`config.mk`:
```
export PLATFORM = sky130hd
export DESIGN_NAME = pipe_hazard_ctrl_flat
export DESIGN_NICKNAME = d
export VERILOG_FILES = /design/src/rtl/pipe_hazard_ctrl_pkg.sv /design/src/rtl/pipe_hazard_ctrl_if.sv /design/src/rtl/pipe_hazard_ctrl_mc_cnt.sv /design/src/rtl/pipe_hazard_ctrl.sv /design/src/flat_wrapper.sv
export SDC_FILE = /design/constraint.sdc
export NUM_CORES = 1
export LEC_CHECK = 0
export ABC_AREA = 1
export CAP_MARGIN = 20
export CORE_UTILIZATION = 44
export CTS_CLUSTER_SIZE = 8
export DETAILED_ROUTE_END_ITERATION = 7
export PLACE_DENSITY = 0.8
export SYNTH_ARGS = -nofsm -noshare
export SYNTH_HDL_FRONTEND = slang
export SYNTH_SLANG_ARGS = --single-unit
export TNS_END_PERCENT = 10
```
`constraint.sdc`:
```
create_clock -name clk -period 2.92 [get_ports clk]
set_input_delay 0.438 -clock clk [delete_from_list [all_inputs] [get_ports clk]]
set_output_delay 0.438 -clock clk [all_outputs]
set_load 0.02 [all_outputs]
```
`src/rtl/pipe_hazard_ctrl_pkg.sv`:
```
// ============================================================================
// pipe_hazard_ctrl_pkg : shared state encoding, control bundle and defaults
// Rev 1.0
// ============================================================================
`default_nettype none

package pipe_hazard_ctrl_pkg;

  typedef enum logic {
    ST_RUN = 1'b0,
    ST_MC  = 1'b1
  } hz_state_t;

  localparam int MC_CYCLES_DEF = 32;

  typedef struct packed {
    logic stall_pc;
    logic stall_if;
    logic stall_id;
    logic stall_ex;
    logic stall_mem;
    logic flush_id;
    logic flush_ex;
    logic flush_mem;
  } hz_ctrl_t;

  localparam hz_ctrl_t CTRL_NONE     = 8'b00000_000;
  localparam hz_ctrl_t CTRL_TRAP     = 8'b00000_111;
  localparam hz_ctrl_t CTRL_MEM_WAIT = 8'b11111_000;
  localparam hz_ctrl_t CTRL_MC       = 8'b11110_001;
  localparam hz_ctrl_t CTRL_BRANCH   = 8'b00000_110;
  localparam hz_ctrl_t CTRL_LOAD_USE = 8'b11100_010;

endpackage

`default_nettype wire

```
`src/rtl/pipe_hazard_ctrl_if.sv`:
```
// ============================================================================
// pipe_hazard_ctrl_if : pipeline-side hazard inputs and hold/flush outputs
// Rev 1.0   (perf port present with BUCEROS_STALL_PERF_EN)
// ============================================================================
`default_nettype none

interface pipe_hazard_ctrl_if #(
  parameter int REG_ADDR_W = 5
`ifdef BUCEROS_STALL_PERF_EN
  , parameter int PERF_W = 32
`endif
);

  logic [REG_ADDR_W-1:0] id_rs1_i;
  logic [REG_ADDR_W-1:0] id_rs2_i;
  logic                  id_rs1_used_i;
  logic                  id_rs2_used_i;
  logic [REG_ADDR_W-1:0] ex_rd_i;
  logic                  ex_load_i;
  logic                  ex_mc_start_i;
  logic                  ex_branch_taken_i;
  logic                  mem_wait_i;
  logic                  trap_i;

  logic stall_pc_o;
  logic stall_if_o;
  logic stall_id_o;
  logic stall_ex_o;
  logic stall_mem_o;
  logic flush_id_o;
  logic flush_ex_o;
  logic flush_mem_o;
  logic mc_busy_o;
`ifdef BUCEROS_STALL_PERF_EN
  logic [PERF_W-1:0] perf_stall_cnt_o;
`endif

  modport master (
    output id_rs1_i, id_rs2_i, id_rs1_used_i, id_rs2_used_i, ex_rd_i,
           ex_load_i, ex_mc_start_i, ex_branch_taken_i, mem_wait_i, trap_i,
    input  stall_pc_o, stall_if_o, stall_id_o, stall_ex_o, stall_mem_o,
           flush_id_o, flush_ex_o, flush_mem_o, mc_busy_o
`ifdef BUCEROS_STALL_PERF_EN
           , perf_stall_cnt_o
`endif
  );

  modport slave (
    input  id_rs1_i, id_rs2_i, id_rs1_used_i, id_rs2_used_i, ex_rd_i,
           ex_load_i, ex_mc_start_i, ex_branch_taken_i, mem_wait_i, trap_i,
    output stall_pc_o, stall_if_o, stall_id_o, stall_ex_o, stall_mem_o,
           flush_id_o, flush_ex_o, flush_mem_o, mc_busy_o
`ifdef BUCEROS_STALL_PERF_EN
           , perf_stall_cnt_o
`endif
  );

endinterface

`default_nettype wire

```
`src/rtl/pipe_hazard_ctrl_mc_cnt.sv`:
```
// ============================================================================
// hazard_mc_cnt : loadable down-counter with clear, freeze and zero flag
// Rev 1.0
// ============================================================================
`default_nettype none

module hazard_mc_cnt #(
  parameter int CNT_W = 6
) (
  input  logic             clk,
  input  logic             rst_n,
  input  logic             clear,
  input  logic             freeze,
  input  logic             load,
  input  logic [CNT_W-1:0] load_val,
  input  logic             dec,
  output logic             zero
);

  logic [CNT_W-1:0] cnt;

  // clear (trap) beats freeze (bus wait), which beats load/decrement
  always_ff @(posedge clk) begin
    if (!rst_n || clear) begin
      cnt <= '0;
    end else if (!freeze) begin
      if (load) begin
        cnt <= load_val;
      end else if (dec && cnt != '0) begin
        cnt <= cnt - CNT_W'(1);
      end
    end
  end

  assign zero = (cnt == '0);

endmodule

`default_nettype wire

```
`src/rtl/pipe_hazard_ctrl.sv`:
```
// ============================================================================
// pipe_hazard_ctrl : pipeline hold/flush control (load-use, branch, multi-cycle
// EX, bus wait, trap). Option BUCEROS_STALL_PERF_EN adds a stall-cycle counter.
// Rev 1.0
// ============================================================================
`default_nettype none

module pipe_hazard_ctrl
  import pipe_hazard_ctrl_pkg::*;
#(
  parameter int REG_ADDR_W = 5,
  parameter int MC_CYCLES  = MC_CYCLES_DEF,
  parameter int CNT_W      = 6
`ifdef BUCEROS_STALL_PERF_EN
  , parameter int PERF_W   = 32
`endif
) (
  input  logic              clk,
  input  logic              rst_n,
  pipe_hazard_ctrl_if.slave hz
);

  hz_state_t             state_q;
  hz_state_t             state_d;
  hz_ctrl_t              ctrl;
  logic                  mc_load;
  logic                  mc_zero;
  logic                  load_use;
  logic [REG_ADDR_W-1:0] ex_rd;

  assign ex_rd = hz.ex_rd_i;

  assign load_use = hz.ex_load_i && (ex_rd != '0) &&
                    ((hz.id_rs1_used_i && (hz.id_rs1_i == ex_rd)) ||
                     (hz.id_rs2_used_i && (hz.id_rs2_i == ex_rd)));

  hazard_mc_cnt #(
    .CNT_W (CNT_W)
  ) u_mc_cnt (
    .clk      (clk),
    .rst_n    (rst_n),
    .clear    (hz.trap_i),
    .freeze   (hz.mem_wait_i),
    .load     (mc_load),
    .load_val (CNT_W'(MC_CYCLES - 1)),
    .dec      (state_q == ST_MC),
    .zero     (mc_zero)
  );

  always_ff @(posedge clk) begin
    if (!rst_n) begin
      state_q <= ST_RUN;
    end else begin
      state_q <= state_d;
    end
  end

  always_comb begin
    state_d = state_q;
    ctrl    = CTRL_NONE;
    mc_load = 1'b0;
    if (!rst_n) begin
      state_d = ST_RUN;
    end else if (hz.trap_i) begin
      ctrl    = CTRL_TRAP;
      state_d = ST_RUN;
    end else if (hz.mem_wait_i) begin
      ctrl    = CTRL_MEM_WAIT;
    end else if (state_q == ST_MC) begin
      // the zero-count cycle is the one in which the op leaves EX
      if (!mc_zero) begin
        ctrl    = CTRL_MC;
      end else begin
        state_d = ST_RUN;
      end
    end else if (hz.ex_mc_start_i) begin
      ctrl    = CTRL_MC;
      mc_load = 1'b1;
      state_d = ST_MC;
    end else if (hz.ex_branch_taken_i) begin
      ctrl    = CTRL_BRANCH;
    end else if (load_use) begin
      ctrl    = CTRL_LOAD_USE;
    end
  end

  assign hz.stall_pc_o  = ctrl.stall_pc;
  assign hz.stall_if_o  = ctrl.stall_if;
  assign hz.stall_id_o  = ctrl.stall_id;
  assign hz.stall_ex_o  = ctrl.stall_ex;
  assign hz.stall_mem_o = ctrl.stall_mem;
  assign hz.flush_id_o  = ctrl.flush_id;
  assign hz.flush_ex_o  = ctrl.flush_ex;
  assign hz.flush_mem_o = ctrl.flush_mem;
  assign hz.mc_busy_o   = rst_n && (state_q == ST_MC);

`ifdef BUCEROS_STALL_PERF_EN
  logic [PERF_W-1:0] perf_cnt;

  always_ff @(posedge clk) begin
    if (!rst_n) begin
      perf_cnt <= '0;
    end else if (ctrl.stall_pc && (perf_cnt != '1)) begin
      perf_cnt <= perf_cnt + PERF_W'(1);
    end
  end

  assign hz.perf_stall_cnt_o = rst_n ? perf_cnt : '0;
`endif

endmodule

`default_nettype wire
```
`src/flat_wrapper.sv`:
```
// flat-port wrapper written by rule: the top's interface ports become plain ports
module pipe_hazard_ctrl_flat import pipe_hazard_ctrl_pkg::*;
#(
  parameter int REG_ADDR_W = 5,
  parameter int MC_CYCLES  = MC_CYCLES_DEF,
  parameter int CNT_W      = 6

)
  (clk, rst_n, hz_id_rs1_i, hz_id_rs2_i, hz_id_rs1_used_i, hz_id_rs2_used_i, hz_ex_rd_i, hz_ex_load_i, hz_ex_mc_start_i, hz_ex_branch_taken_i, hz_mem_wait_i, hz_trap_i, hz_stall_pc_o, hz_stall_if_o, hz_stall_id_o, hz_stall_ex_o, hz_stall_mem_o, hz_flush_id_o, hz_flush_ex_o, hz_flush_mem_o, hz_mc_busy_o);
  pipe_hazard_ctrl_if #(.REG_ADDR_W(REG_ADDR_W)) hz_i ();
  input  logic clk;
  input  logic rst_n;
  input wire logic [$bits(hz_i.id_rs1_i)-1:0] hz_id_rs1_i;
  input wire logic [$bits(hz_i.id_rs2_i)-1:0] hz_id_rs2_i;
  input wire logic [$bits(hz_i.id_rs1_used_i)-1:0] hz_id_rs1_used_i;
  input wire logic [$bits(hz_i.id_rs2_used_i)-1:0] hz_id_rs2_used_i;
  input wire logic [$bits(hz_i.ex_rd_i)-1:0] hz_ex_rd_i;
  input wire logic [$bits(hz_i.ex_load_i)-1:0] hz_ex_load_i;
  input wire logic [$bits(hz_i.ex_mc_start_i)-1:0] hz_ex_mc_start_i;
  input wire logic [$bits(hz_i.ex_branch_taken_i)-1:0] hz_ex_branch_taken_i;
  input wire logic [$bits(hz_i.mem_wait_i)-1:0] hz_mem_wait_i;
  input wire logic [$bits(hz_i.trap_i)-1:0] hz_trap_i;
  output wire logic [$bits(hz_i.stall_pc_o)-1:0] hz_stall_pc_o;
  output wire logic [$bits(hz_i.stall_if_o)-1:0] hz_stall_if_o;
  output wire logic [$bits(hz_i.stall_id_o)-1:0] hz_stall_id_o;
  output wire logic [$bits(hz_i.stall_ex_o)-1:0] hz_stall_ex_o;
  output wire logic [$bits(hz_i.stall_mem_o)-1:0] hz_stall_mem_o;
  output wire logic [$bits(hz_i.flush_id_o)-1:0] hz_flush_id_o;
  output wire logic [$bits(hz_i.flush_ex_o)-1:0] hz_flush_ex_o;
  output wire logic [$bits(hz_i.flush_mem_o)-1:0] hz_flush_mem_o;
  output wire logic [$bits(hz_i.mc_busy_o)-1:0] hz_mc_busy_o;
  assign hz_i.id_rs1_i = hz_id_rs1_i;
  assign hz_i.id_rs2_i = hz_id_rs2_i;
  assign hz_i.id_rs1_used_i = hz_id_rs1_used_i;
  assign hz_i.id_rs2_used_i = hz_id_rs2_used_i;
  assign hz_i.ex_rd_i = hz_ex_rd_i;
  assign hz_i.ex_load_i = hz_ex_load_i;
  assign hz_i.ex_mc_start_i = hz_ex_mc_start_i;
  assign hz_i.ex_branch_taken_i = hz_ex_branch_taken_i;
  assign hz_i.mem_wait_i = hz_mem_wait_i;
  assign hz_i.trap_i = hz_trap_i;
  assign hz_stall_pc_o = hz_i.stall_pc_o;
  assign hz_stall_if_o = hz_i.stall_if_o;
  assign hz_stall_id_o = hz_i.stall_id_o;
  assign hz_stall_ex_o = hz_i.stall_ex_o;
  assign hz_stall_mem_o = hz_i.stall_mem_o;
  assign hz_flush_id_o = hz_i.flush_id_o;
  assign hz_flush_ex_o = hz_i.flush_ex_o;
  assign hz_flush_mem_o = hz_i.flush_mem_o;
  assign hz_mc_busy_o = hz_i.mc_busy_o;
  pipe_hazard_ctrl #(.REG_ADDR_W(REG_ADDR_W), .MC_CYCLES(MC_CYCLES), .CNT_W(CNT_W)) u_core (.clk(clk), .rst_n(rst_n), .hz(hz_i));
endmodule
```
# Word-level counts from Yosys, hierarchy flattened
# Index checks and enable logic that the tools add are counted.
word_totals:
  reg_bits: 7
  input_bits: 24
classes:
  add_sub_neg: 1
  n_eq_ne: 2
  mux: 17
  n_bitwise: 2
  n_reduce_logical: 15
op_table:
  columns: ["op", "n"]
  rows:
  - ["$mux W8", 8]
  - ["$mux W6", 2]
  - ["$eq A5 B5 Y1", 2]
  - ["$mux W1", 7]
  - ["$logic_and A1 B1 Y1", 6]
  - ["$logic_not A6 Y1", 1]
  - ["$reduce_bool A6 Y1", 1]
  - ["$sub A6 B1 Y6 const B", 1]
  - ["$reduce_bool A5 Y1", 1]
  - ["$logic_or A1 B1 Y1", 2]
  - ["$not A1 Y1", 2]
  - ["$reduce_and A2 Y1", 1]
  - ["$reduce_bool A2 Y1", 1]
  - ["$reduce_or A2 Y1", 1]
  - ["$logic_not A1 Y1", 1]

# Depth between registers and ports, before layout
# Gate-level depths: netlist of run 1.
depth:
  depth_word: 11
  depth_mapped: 9

# By module
# Synthesis of run 1 repeated with hierarchy kept, for this count alone.
unflattened:
  cells_unflattened: 161
  hier_area_um2: 848.3
by_module_without_submodules:
  columns: ["mod", "instances", "cells_per_inst", "area_per_inst_um2"]
  rows:
  - ["hazard_mc_cnt", 1, 71, 459.2]
  - ["pipe_hazard_ctrl", 1, 90, 389.1]

# Least setup slack after synthesis of run 1
# Ideal clock, no wire load.
synth_path:
  kind: "register to output"
  startpoint: "register u_core.u_mc_cnt.cnt[0]"
  endpoint: "output hz_stall_if_o"
  arrival_ns: 1.381
  t_required_ns: 2.482
  path_slack_ns: 1.101
  path_stages_with_launch: 9
  path_buffers: 1
  cell_sequence: "dfxtp_1 inv_1 ha_1 nand3_2 nand2_1 o21ai_1 o21ai_2 nand2_1 buf_4"
synth_via:
  elab_chain_len: 6
synth_lines:
  columns: ["element", "line_no", "rtl"]
  rows:
  - ["start, declared", "pipe_hazard_ctrl_mc_cnt.sv:20", "logic [CNT_W-1:0] cnt;"]
  - ["start signal, assigned", "pipe_hazard_ctrl_mc_cnt.sv:28", "cnt <= load_val;"]
  - ["start signal, assigned", "pipe_hazard_ctrl_mc_cnt.sv:30", "cnt <= cnt - CNT_W'(1);"]
  - ["$logic_not A6 Y1", "pipe_hazard_ctrl_mc_cnt.sv:35", "assign zero = (cnt == '0);"]
  - ["$mux W8", "pipe_hazard_ctrl.sv:71", "if (!mc_zero) begin"]
  - ["$mux W8", "pipe_hazard_ctrl.sv:69", "end else if (state_q == ST_MC) begin"]
  - ["$mux W8", "pipe_hazard_ctrl.sv:67", "end else if (hz.mem_wait_i) begin"]
  - ["$mux W8", "pipe_hazard_ctrl.sv:64", "end else if (hz.trap_i) begin"]
  - ["$mux W8", "pipe_hazard_ctrl.sv:62", "if (!rst_n) begin"]
  - ["end, declared", "flat_wrapper.sv:24", "output wire logic [$bits(hz_i.stall_if_o)-1:0] hz_stall_if_o;"]
# Every way passes these cells.

# Worst setup path in the final report of run 1
layout_path:
  startpoint: "input rst_n"
  endpoint: "output hz_stall_id_o"
layout_via:
  elab_chain_len: 1
layout_lines:
  columns: ["element", "line_no", "rtl"]
  rows:
  - ["start, declared", "flat_wrapper.sv:12", "input logic rst_n;"]
  - ["$mux W8", "pipe_hazard_ctrl.sv:62", null]
  - ["end, declared", "flat_wrapper.sv:25", "output wire logic [$bits(hz_i.stall_id_o)-1:0] hz_stall_id_o;"]
# Every way passes these cells.

==> flow_summary.json, run 1 <==
{
  "die_area_sq_um": 1899,
  "holdPathStages": 2,
  "hold_violations": 0,
  "p_int_w": 0.0002074,
  "portBuffers": 32,
  "outcome": "finished clean",
  "required_ps": 2480,
  "cts_setup_buffers": 0,
  "power_frac_seq": 0.333,
  "fin_area_sq_um": 1105,
  "syn_nets": 163,
  "relSlewSlack": 0.7761,
  "fin_setup_tns_ps": 0,
  "power_density_nw_per_um2": 272.0,
  "routed-via-count": 898,
  "setup_viol": 0,
  "layout_commonest_cell": "nand2_1",
  "worst_hold_path.endpoint": "u_core.u_mc_cnt.cnt[1]$_SDFFE_PP0P_",
  "drc": 0,
  "fin_nets": 197,
  "crit_type": "input port to primary output",
  "drt_first_pass_iters": 5,
  "peakVddDrop_v": 0.0001475,
  "die_h_microns": 43.58,
  "die_w_microns": 43.58,
  "critPathLaunchType": "input port",
  "drtIter0Drc": 16,
  "avgViaCountPerCell": 4.802,
  "hpwlAfterDp_microns": 1515,
  "drv_slew": 0,
  "power.switching_w": 0.00009309,
  "cts_resized": 0,
  "grt_pass1_vias": 864,
  "netlist_area_sq_um": 760.7,
  "min_period_ps": 2704,
  "mostFrequentLayoutCells": "nand2_1 (46), clkdlybuf4s50_1 (32), inv_1 (27)",
  "tritoncts": "done",
  "reg2reg_setup_slack_ps": 1610,
  "diodes": 0,
  "synthDistinctLibCells": 21,
  "gp_congestion": 0.7558,
  "hp-class": "flop to flop",
  "p_comb_frac": 0.377,
  "r2r_cells": 7,
  "tightest_slew_ps": 335.4,
  "cts_max_path_buffers": 2,
  "fin_crit_sh": 0.9259,
  "routed_wirelength_microns": 1744,
  "clock_latency_ps": 250,
  "io_pins": 33,
  "clkSinkCount": 7,
  "timing.rr.start": "u_core.u_mc_cnt.cnt[0]$_SDFFE_PP0P_",
  "gr-total-overflow": 0,
  "p_leak_nw": 0.5840,
  "syn_to_final_growth_pct": 45.23,
  "timing.fmax_mhz": 369.9,
  "core_area_sq_um": 1559,
  "antenna_found_initial": 0,
  "crit_arrival_ps": 2270,
  "num_rows": 14,
  "total_power_w": 0.0003005,
  "ys_seq_area_frac": 0.1842,
  "finClkSkew_ps": 0.1763,
  "syn_area_per_cell_sq_um": 5.513,
  "postCtsHoldBufs": 0,
  "yosys_warnings": 0,
  "timing.max_cap.violations": 0,
  "clockPowerShare": 0.290,
  "synth.ff_latch_count": 7,
  "grt_pass1_wl_microns": 3374,
  "clk_pin_slew_worst_paths_ps": 50,
  "cts_buffers": 3,
  "antenna_left": 0,
  "sw_frac_of_total": 0.3098,
  "initial_utilization": 0.4880,
  "rsz0062_at_grt": "no",
  "drive_gt1_frac": 0.07602,
  "hp-start": "u_core.u_mc_cnt.cnt[1]$_SDFFE_PP0P_",
  "h-tree-depth": 1,
  "fillCellCount": 144,
  "worstSetupEndpointType": "primary output",
  "syn-instance-count": 138,
  "grtUsageTotal": 0.2306,
  "wl_per_cell_microns": 9.326,
  "root_buffer": "clkbuf_4",
  "placed_area_sq_um": 1079,
  "timing.rr.end": "u_core.state_q$_SDFFE_PP0N_",
  "grt_max_degree": 9,
  "path_max_fanout": 6
}
[critical path, stage by stage]
cell and delay (ps):
clkdlybuf4s50_1 540, inv_2 80, nor2_8 140, inv_1 110, nor3_1 140, nand3_1 90, nand2_1 100, clkdlybuf4s50_1 610
[routing by layer]
| layer | up-vias | routed length, microns | GRT usage |
|---|---|---|---|
| met1 | 382 | 782 | 0.2883 |
| met5 | - | 0 | 0 |
| li1 | 484 | - | - |
| met3 | 2 | 109 | 0.06667 |
| met4 | 0 | 5 | 0.03750 |
| met2 | 30 | 847 | 0.3970 |
[sequential cells by signal, indices dropped and copies added, names as in the netlist]
signal	cells
u_core.state_q	1
u_core.u_mc_cnt.cnt	6
[cells by family after synthesis]
group | count (synthesis) | share of synthesized area
fa+ha+maj | 1 | 0.01644
compound gates | 12 | 0.08717
flops | 7 | 0.1842
xor+xnor | 1 | 0.01152
buf+inv | 32 | 0.1727
simple gates | 85 | 0.5280
[synthesized netlist by cell type]
master    count  area [sq um]
dfxtp_1       7         140.1
nand2_1      46         172.7
buf_4         3         22.52
nor2_2        2         12.51
ha_1          1         12.51
nand3_1      13         65.06
o21ai_0       4         20.02
a21boi_0      1         7.510
nor3_1        1         5.000
nor2_8        1         20.02
o21ai_2       1         8.760
inv_1        27         101.4
nand3_2       1         10.01
xnor2_1       1         8.760
nand3_4       2         35.03
a21oi_1       5         25.02
nor2_1       17         63.81
o21ai_1       1         5.000
nand2_4       1         11.26
nand4_1       1         6.260
inv_2         2         7.510
[per-stage QoR]
stage                     utilization  std cells  hold slack, ps  setup WS (ps)
after floorplan                     -        138           456.2           1101
after global placement         0.6918        183           477.7          245.9
after detailed placement       0.6918        183           475.8          210.9
after CTS                      0.7087        187           483.9          200.6
after global routing           0.7087        187           508.5          81.54
final                          0.7087        187           480.4          216.4
[worst max path at each step]
stage,from,to,slack [ps],cells past startpoint
2_1_floorplan,u_core.u_mc_cnt.cnt[0]$_SDFFE_PP0P_,hz_stall_if_o,1100,8
3_3_place_gp,rst_n,hz_stall_if_o,250,8
3_5_place_dp,rst_n,hz_stall_id_o,210,8
4_1_cts,rst_n,hz_stall_id_o,200,8
5_1_grt,rst_n,hz_stall_id_o,80,8
6_report,rst_n,hz_stall_id_o,220,8
[area by class of cell]
type / instances / area, sq um / area share
inverters: 29 / 108.9 / 0.09853
repair buffers: 32 / 320.3 / 0.2899
multi-input cells: 99 / 489.2 / 0.4428
flip-flops and latches: 7 / 140.1 / 0.1268
well taps: 16 / 20.02 / 0.01812
clock buffers: 4 / 26.28 / 0.02378
[power by group through the flow]
stage                     Sequential [W]  Combinational (W)  Clock [W]
after CTS                       0.000100           0.000114  0.0000891
after detailed placement        0.000102           0.000113          0
final                           0.000100           0.000113  0.0000871
after global placement          0.000102           0.000112          0
after floorplan                 0.000100          0.0000602          0
after global routing            0.000100           0.000127  0.0000955
Power figures use the tool's default switching activity.
==> inputs of run 2 (changes only) <==
Settings changed: SLEW_MARGIN set to 0.
==> results of run 2 <==
Same layout as run 1: the final DEF is identical, and so are final timing and power.
==> inputs of run 3 (changes only) <==
Settings changed: PLACE_DENSITY 0.8 to 0.94, REMOVE_ABC_BUFFERS set to 1.
==> run 3 against run 2 <==
Net effect:
- sequential power about the same
- first-iteration DRC count rose by 19%
- count of clock-buffer cells in the layout unchanged
- combinational power is essentially flat
- clock power is 5.6% higher
- utilization stayed put
- hold slack gained 8.2 ps
- critical path depth did not move
- register-to-register slack lost 70 ps
- design area is the same
==> flow_summary.json, run 3 (synthesis gave the netlist of run 1 again) <==
{
  "cpMaxStageDelayCell": "clkdlybuf4s50_1",
  "required_ps": 2480,
  "hold_violations": 0,
  "layout_commonest_cell": "nand2_1",
  "root_buffer": "clkbuf_4",
  "num_rows": 14,
  "critPathLaunchType": "input port",
  "postCtsHoldBufs": 0,
  "initial_utilization": 0.4880,
  "die_h_microns": 43.58,
  "hold_ws_ps": 488.7,
  "drv_slew": 0,
  "grtUsageTotal": 0.2610,
  "cp_common_cell": "clkdlybuf4s50_1",
  "p_leak_nw": 0.5840,
  "largest_reg_flops": 6,
  "setup_viol": 0,
  "min_period_ps": 2732,
  "clk_pin_slew_worst_paths_ps": 60,
  "cts_buffers": 3,
  "syn_to_final_growth_pct": 45.23,
  "clkSinkCount": 7,
  "hpwlAfterDp_microns": 1674,
  "routed-via-count": 953,
  "power_density_nw_per_um2": 278.5,
  "portBuffers": 32,
  "relSlewSlack": 0.7678,
  "drt_first_pass_iters": 4,
  "crit_type": "input port to primary output",
  "antenna_left": 0,
  "holdPathStages": 2,
  "crit_arrival_ps": 2290,
  "regMostFlops": "u_core.u_mc_cnt.cnt",
  "path_cells": "clkdlybuf4s50_1, inv_2, nor2_8, inv_1, nor3_1, nand3_1, nand2_1, clkdlybuf4s50_1",
  "finClkSkew_ps": 7.416,
  "avgViaCountPerCell": 5.096,
  "rsz0062_at_grt": "no",
  "final_core_util": 0.7087,
  "cts_max_path_buffers": 2,
  "core_area_sq_um": 1559,
  "fin_crit_sh": 0.9357,
  "cts_setup_buffers": 0,
  "cts_resized": 0,
  "tightest_slew_ps": 347.8,
  "peakVddDrop_v": 0.0002397,
  "drc": 0,
  "outcome": "finished clean",
  "drtIter0Drc": 19,
  "path_max_fanout": 6,
  "r2r_cells": 7,
  "grt_pass1_wl_microns": 3719,
  "timing.max_cap.violations": 0,
  "clock_latency_ps": 260,
  "gp_congestion": 0.7852,
  "h-tree-depth": 1,
  "top_regs": "u_core.u_mc_cnt.cnt: 6 flops, u_core.state_q: 1 flops",
  "timing.fmax_mhz": 366.0,
  "cpPeakStageDelay_ps": 610,
  "grt_max_degree": 9,
  "drive_gt1_frac": 0.07602,
  "diodes": 0,
  "hp-class": "flop to flop",
  "tritoncts": "done",
  "gr-total-overflow": 0,
  "die_w_microns": 43.58,
  "routed_wirelength_microns": 2052,
  "antenna_found_initial": 0,
  "wl_per_cell_microns": 10.97,
  "final_cells": 187,
  "fin_nets": 197,
  "io_pins": 33,
  "reg2reg_setup_slack_ps": 1540,
  "mostFrequentLayoutCells": "nand2_1 (46), clkdlybuf4s50_1 (32), inv_1 (27)",
  "dp.cells": 183,
  "grt_pass1_vias": 934,
  "die_area_sq_um": 1899,
  "fin_setup_tns_ps": 0,
  "worstSetupEndpointType": "primary output"
}
==> run 3: cell counts in the layout (fill, tap and decap cells not counted) <==
No cell type changed its count.
==> run 3: final cells by class <==
| class | count | area, sq um |
|---|---|---|
| clock buffer | 4 | 26.28 |
| fill | 139 | 454.2 |
| inverter | 29 | 108.9 |
| multi-input combinational | 99 | 489.2 |
| sequential | 7 | 140.1 |
| tap | 16 | 20.02 |
| timing repair buffer | 32 | 320.3 |
==> run 3: metrics by stage <==
stage	setup slack (ps)	instance area (sq um)	power, W
2_1_floorplan	1123	738.2	0.0001573
3_3_place_gp	249.6	1079	0.0002121
3_5_place_dp	208.2	1079	0.0002164
4_1_cts	193.9	1105	0.0003079
5_1_grt	75.93	1105	0.0003295
6_report	187.8	1105	0.0003077
==> run 3: worst paths after layout <==
path | from | to
max | rst_n | hz_stall_id_o
min | u_core.u_mc_cnt.cnt[1]$_SDFFE_PP0P_ | u_core.u_mc_cnt.cnt[1]$_SDFFE_PP0P_
max reg2reg | u_core.u_mc_cnt.cnt[0]$_SDFFE_PP0P_ | u_core.state_q$_SDFFE_PP0N_
min reg2reg | u_core.u_mc_cnt.cnt[1]$_SDFFE_PP0P_ | u_core.u_mc_cnt.cnt[1]$_SDFFE_PP0P_
==> run 3: metal layers <==
layer  wire (microns)  global-route usage
met5                0                   0
met4               27              0.1000
met3              103             0.07917
met2             1101              0.4776
met1              819              0.2762
==> run 3: worst max-delay path: cells and delay by family <==
kind	cells	cell delay, ps
buffers and inverters	4	1390
AND/OR/NAND/NOR	4	450
==> run 3: power breakdown <==
part           internal [W]   total, W  switching (W)
logic             0.0000580   0.000116      0.0000576
clock network     0.0000524  0.0000920      0.0000396
registers         0.0000973   0.000100     0.00000273
total              0.000208   0.000308       0.000100
